===== src/rtl/frame_serializer_n_m_pkg.sv =====
// Shared types for the frame serializer.
package frame_serializer_n_m_pkg;
  typedef enum logic [1:0] {S_IDLE, S_SEND, S_DONE} state_e;
endpackage


===== src/rtl/frame_serializer_n_m_shiftbuf.sv =====
// m-word shift buffer: parallel load wins over shift; shifts toward word 0.
module shiftbuf_n_m #(
  parameter int n = 32,
  parameter int m = 16
) (
  input  logic                clk_i,
  input  logic                rst_i,
  input  logic                load_i,
  input  logic                shift_i,
  input  logic [m-1:0][n-1:0] data_i,
  output logic [n-1:0]        word0_o
);
  logic [m-1:0][n-1:0] buf_q, buf_d, nxt;

  for (genvar k = 0; k < m; k++) begin : g_word
    if (k == m-1) begin : g_top
      assign nxt[k] = '0;
    end else begin : g_mid
      assign nxt[k] = buf_q[k+1];
    end
  end

  always_comb begin
    buf_d = buf_q;
    if (load_i)       buf_d = data_i;
    else if (shift_i) buf_d = nxt;
  end

  always_ff @(posedge clk_i or negedge rst_i) begin
    if (!rst_i) buf_q <= '0;
    else        buf_q <= buf_d;
  end

  assign word0_o = buf_q[0];
endmodule


===== src/rtl/frame_serializer_n_m.sv =====
// Loads an m-word frame in one cycle and streams it out word 0 first over valid/ready.
module frame_serializer_n_m
  import frame_serializer_n_m_pkg::*;
#(
  parameter int n       = 32,
  parameter int address = 4,
  parameter int m       = 16
) (
  input  logic                clk_i,
  input  logic                rst_i,
  input  logic [m-1:0][n-1:0] data_i,
  input  logic                load_i,
  input  logic                ready_i,
  output logic [n-1:0]        data_o,
  output logic                valid_o,
  output logic                last_o,
  output logic [address-1:0]  cnt_o,
  output logic                busy_o,
  output logic                fl_end_o
);
  localparam logic [address-1:0] LAST_IDX = address'(m-1);

  state_e             state_q, state_d;
  logic [address-1:0] cnt_q, cnt_d;
  logic [n-1:0]       word0;
  logic               do_load, xfer, at_last;

  assign do_load = (state_q == S_IDLE) && load_i;
  assign xfer    = (state_q == S_SEND) && ready_i;
  assign at_last = (cnt_q == LAST_IDX);

  shiftbuf_n_m #(.n(n), .m(m)) u_buf (
    .clk_i   (clk_i),
    .rst_i   (rst_i),
    .load_i  (do_load),
    .shift_i (xfer),
    .data_i  (data_i),
    .word0_o (word0)
  );

  always_ff @(posedge clk_i or negedge rst_i) begin
    if (!rst_i) begin
      state_q <= S_IDLE;
      cnt_q   <= '0;
    end else begin
      state_q <= state_d;
      cnt_q   <= cnt_d;
    end
  end

  always_comb begin
    state_d = state_q;
    cnt_d   = cnt_q;
    case (state_q)
      S_IDLE: if (load_i) begin
        state_d = S_SEND;
        cnt_d   = '0;
      end
      S_SEND: if (ready_i) begin
        // cnt is cleared on the final word so it never wraps past m-1
        if (at_last) begin
          state_d = S_DONE;
          cnt_d   = '0;
        end else begin
          cnt_d   = cnt_q + address'(1);
        end
      end
      S_DONE:  state_d = S_IDLE;
      default: state_d = S_IDLE;
    endcase
  end

  always_comb begin
    valid_o  = (state_q == S_SEND);
    data_o   = valid_o ? word0 : '0;
    last_o   = valid_o && at_last;
    cnt_o    = cnt_q;
    busy_o   = (state_q != S_IDLE);
    fl_end_o = (state_q == S_DONE);
  end
endmodule


===== config.mk =====
export PLATFORM = sky130hd
export DESIGN_NAME = frame_serializer_n_m
export DESIGN_NICKNAME = d
export VERILOG_FILES = /design/src/rtl/frame_serializer_n_m_pkg.sv /design/src/rtl/frame_serializer_n_m_shiftbuf.sv /design/src/rtl/frame_serializer_n_m.sv
export SDC_FILE = /design/constraint.sdc
export NUM_CORES = 1
export LEC_CHECK = 0
export BUFFER_PORTS_ARGS = -buffer_cell sky130_fd_sc_hd__buf_2
export CAP_MARGIN = 20
export CORE_MARGIN = 1.5
export CORE_UTILIZATION = 45
export CTS_BUF_LIST = sky130_fd_sc_hd__clkbuf_8 sky130_fd_sc_hd__clkbuf_16
export DETAILED_ROUTE_END_ITERATION = 6
export GPL_ROUTABILITY_DRIVEN = 1
export HOLD_SLACK_MARGIN = 0.12
export PLACE_DENSITY_LB_ADDON = 0.25
export SLEW_MARGIN = 20
export SYNTH_ARGS = -nofsm -noshare
export SYNTH_HDL_FRONTEND = slang
export SYNTH_SLANG_ARGS = --single-unit
export TNS_END_PERCENT = 10

===== constraint.sdc =====
create_clock -name clk_i -period 2.1 [get_ports clk_i]
set_input_delay 0.105 -clock clk_i [delete_from_list [all_inputs] [get_ports clk_i]]
set_output_delay 0.105 -clock clk_i [all_outputs]
set_load 0.01 [all_outputs]

; ---- Yosys cells after proc, flatten, opt, wreduce, memory -nomap -nowiden
; Cells that the tools add are included.
[totals]
register_bits = 518
inputBits = 516
out_inout_bits = 40
elab_cells = 45
[op_classes]
addsub = 1
n_eq_ne = 6
mux = 11
n_reduce_logical = 9
[ops]
columns = cell, count
row1 = $mux 512, 2
row2 = $mux 32, 1
row3 = $mux 4, 3
row4 = $pmux 4 s2, 1
row5 = $mux 2, 3
row6 = $reduce_and 3->1, 2
row7 = $reduce_bool 2->1, 3
row8 = $add 4x1->4 const B, 1
row9 = $eq 4x4->1 const B, 1
row10 = $ne 2x2->1 const B, 2
row11 = $pmux 2 s2, 1
row12 = $logic_and 1x1->1, 3
row13 = $eq 2x1->1 const B, 1
row14 = $eq 2x2->1 const B, 1
row15 = $logic_not 2->1, 1
row16 = $ne 2x1->1 const B, 1

; ---- Depth between registers and ports, before layout
[depth]
ltp_word = 4
mapped_depth = 7
mapped_depth_nobuf = 4

; ---- Modules after synthesis
; A second synthesis with hierarchy kept.
[unflattened]
hier_cells = 2325
hier_area_um2 = 24737.5
[modules_own_cells]
columns = module, instances, cells_each, area_per_inst_um2, seq_area_each_um2
row1 = shiftbuf_n_m, 1, 2251, 24168.2, 12812.3
row2 = frame_serializer_n_m, 1, 74, 569.3, 150.1

; ---- Worst setup path after synthesis
; OpenSTA, ideal clock, no wires.
[synth_path]
path_type = flip-flop to flip-flop
from = register state_q[0]
to = register u_buf.buf_q[241] (netlist name)
setup_ns = 0.127
t_arrival_ns = 1.757
required_time_ns = 1.973
setup_slack_ns = 0.216
stages_incl_launch_ff = 7
n_path_buf = 3
synth_period_minus_slack_ns = 1.884
path_cell_list = dfrtp_1 > buf_6 > nor3b_4 > buf_6 > clkbuf_8 > mux2_2 > mux2_1
[synth_between]
elab_chain_len = 3
word_cells_on_any_way = 6
cone_classes = eq/ne (1) / mux (1) / reduce/logical (4)
[synth_lines]
columns = element, line
row1 = start: declaration, frame_serializer_n_m.sv:23  ; state_e state_q, state_d;
row2 = start signal: assignment, frame_serializer_n_m.sv:46  ; state_q <= state_d;
row3 = $eq 2x1->1 or $logic_not 2->1 (tied branches), "frame_serializer_n_m.sv:29, frame_serializer_n_m.sv:28"
row4 = $logic_and 1x1->1 (on tied branches), "frame_serializer_n_m.sv:29, frame_serializer_n_m.sv:28"
row5 = $reduce_bool 2->1 (no source line) or $mux 512 (tied branches), --
row6 = end signal: assignment, frame_serializer_n_m_shiftbuf.sv:31  ; else buf_q <= buf_d;
row7 = end: declaration, frame_serializer_n_m_shiftbuf.sv:13  ; logic [m-1:0][n-1:0] buf_q, buf_d, nxt;
; Several ways; a longest one is shown, not always the timed one.
; A chain may end at the register's enable or synchronous reset.

; ---- Worst setup path after layout
[layout_path]
from = register state_q[1]
to = register u_buf.buf_q[234] (netlist name)
; The elaborated chain is that of the path after synthesis.

==> impl_metrics.toml <==
[synth]
synthTopCellsByArea = "dfrtp_1 (50%), mux2_2 (39%), buf_6 (3.1%)"
synth_enable_flop_cells = 0
yosys.area_share.simple = 0.0130
synth_area_leader_cell = "dfrtp_1"
synth_ff_type = "dfrtp_1"
synth-seq-cells = 518
ys_seq_area_frac = 0.502
synth_top_cell_area_share = 0.502
synth_compound_area_frac = 0.0140
synthCells = 1696
yosysMostFrequentCell = "mux2_2"
syn_nets = 2213
synthXorXnorAreaFrac = 0
yosysWarnings = 0
synth.area.mux_share = 0.418
yosys.area_share.adder = 0.000485
syn_area_sq_um = 25800
synth_top_family_by_area = "multiplexers"
yosys-top-cells-count = "mux2_2 (894), dfrtp_1 (518), buf_6 (72)"
synthDistinctLibCells = 32
avgSynthCellArea_sq_um = 15.2
async_flop_share = 1.00

[timing]
clock.fmax_mhz = 482
drv_slew = 0
finalSetupTns_ns = 0
setup-violations-final = 0
hold_viol_final = 0
layout_setup_ws_ns = 0.0271
rsz0062_at_grt = "yes"
timing.final.crit_period_ns = 2.07
period_share = 0.987
worst_pin_slew_ns = 0.535
slew_headroom = 0.643
fin_skew_ns = 0.0234

[clock_network]
tritoncts = "yes"
root_buffer = "clkbuf_16"
cts_max_path_buffers = 3
cts_buffers = 57
clock-sinks = 518
cts_max_level = 2
clk_latency_ns = 0.61
clk_pin_slew_ns = 0.06

[placement]
gp_congestion = 0.860
port_buffers = 555
post-dp-hpwl_um = 51300
dp_slack_ns = 0.0349

[worst_setup_path]
r2r_slack_ns = 0.03
critPathArrivalTime_ns = 2.55
crit_required_ns = 2.57
critPathLaunchType = "register"
worstSetupPathType = "register to register"
critPathMaxFanout = 25
worstSetupEndpointType = "register"

[drt]
ant_nets = 0
drt_pass1_iterations = 7
vias = 18800
via_per_inst = 5.18
drt_iter0_markers = 730
wirelength_um = 79300
wl_per_cell_um = 21.8
drc_errors = 0

[final_layout]
nets = 3330
multi_input_area_sq_um = 11500
drive_gt1_frac = 0.583
nFillCells = 3920
area_growth_pct = 43.0
register_area_sq_um = 13000

[die]
die_area_sq_um = 58800
initial_core_util = 0.457
die_h_um = 242
ios = 556
core_area_sq_um = 56500
die_w_um = 242
rows = 87

[power]
p_per_area_nw_per_um2 = 1220
ir_worst_vdd_mv = 0.859
leakage_nw = 17.4

[grt]
grt_pass1_vias = 21000
gr-total-overflow = 0
grt_max_degree = 98
grt_pass1_wl_um = 121000
grt_usage = 0.265
antenna_found_initial = 24

[run_status]
outcome = "finished, final reports clean"

[run]
cap_violations = 0

[hold_path]
hp-class = "primary input to async pin"
==> state kept, by name, summed over array words and instances, names as in the netlist <==
name           flops
u_buf.word0_o     32
cnt_o              4
u_buf.buf_q      480
state_q            2
==> where the power goes <==
| group | internal (W) | leakage (nW) | switching, W |
|---|---|---|---|
| clock network | 0.00592 | 0.998 | 0.00424 |
| registers | 0.0146 | 6.60 | 0.00276 |
| logic | 0.0112 | 9.80 | 0.00640 |
| total | 0.0317 | 17.4 | 0.0134 |
==> routing by layer <==
layer,GRT usage,up-vias,share of wire
met5,0,-,0.0010
met4,0.106,12,0.039
met3,0.0473,226,0.049
met2,0.452,646,0.49
met1,0.332,9519,0.42
li1,-,8420,-
==> critical path: stages (launching register included) <==
cell,delay [ns]
dfrtp_1,0.41
nor3b_4,0.27
buf_12,0.23
buf_12,0.22
buf_4,0.19
mux2_2,0.34
mux2_2,0.26
==> logic make-up after synthesis <==
| kind of cell | Yosys count |
|---|---|
| buf+inv | 122 |
| flops | 518 |
| fa+ha+maj | 1 |
| simple gates | 52 |
| mux | 957 |
| compound gates | 46 |
==> repair_timing <==
action / 4_1_cts / 5_1_grt
endpoints found under the setup margin: 31 / 148
gates cloned: 1 / 3
pin swaps: 0 / 1
resized for setup: 6 / 23
setup buffers: 5 / 7
endpoints found under the hold margin: 1036 / 0
hold buffers: 517 / 0
==> worst paths after layout <==
check,end,cells after the start,start
max in group asynchronous,u_buf.buf_q[203]$_DFFE_PN0P_,4,rst_i
hold / removal,u_buf.buf_q[499]$_DFFE_PN0P_,3,rst_i
setup / recovery,u_buf.buf_q[234]$_DFFE_PN0P_,6,state_q[1]$_DFFE_PN0P_
min in group clk_i,u_buf.buf_q[487]$_DFFE_PN0P_,3,data_i[487]
hold reg to reg,u_buf.buf_q[291]$_DFFE_PN0P_,1,u_buf.buf_q[291]$_DFFE_PN0P_
setup reg to reg,u_buf.buf_q[234]$_DFFE_PN0P_,6,state_q[1]$_DFFE_PN0P_
==> cell usage in the layout (no fill, tap or decap), types with 2 or more instances in the layout <==
cell type / count
mux2_2: 892
buf_2: 547
dfrtp_1: 518
dlygate4sd3_1: 516
clkbuf_16: 62
mux2_1: 56
buf_4: 53
buf_12: 45
a22o_1: 32
and2_1: 21
diode_2: 18
clkbuf_8: 17
inv_1: 14
clkinv_2: 12
and2_4: 11
buf_6: 10
o21ai_0: 8
nand2_1: 7
mux2i_1: 6
buf_16: 3
or2_2: 2
nand3_1: 2
mux2_4: 2
o211ai_1: 2
inv_6: 2
bufinv_16: 2
clkinvlp_4: 2
==> final cells by class <==
class	count	area share
Sequential cell	518	0.351
Multi-Input combinational cell	1056	0.313
Timing Repair Buffer	1178	0.257
Clock buffer	76	0.0464
Tap cell	756	0.0256
Clock inverter	30	0.00536
Antenna cell	18	0.00122
Inverter	2	0.000204
==> per-stage QoR <==
step | power [W] | hold slack, ns | instance area [sq um] | util | std cells
after floorplan | 0.0289 | -0.191 | 25800 | - | 1696
after global placement | 0.0325 | 0.0158 | 29400 | 0.521 | 2977
after detailed placement | 0.0331 | 0.0178 | 29400 | 0.521 | 2977
after CTS | 0.0444 | 0.121 | 36600 | 0.648 | 3606
after global routing | 0.0474 | 0.160 | 36900 | 0.653 | 3633
final | 0.0451 | 0.133 | 36900 | 0.653 | 3634
(Power assumes the default switching activity.)
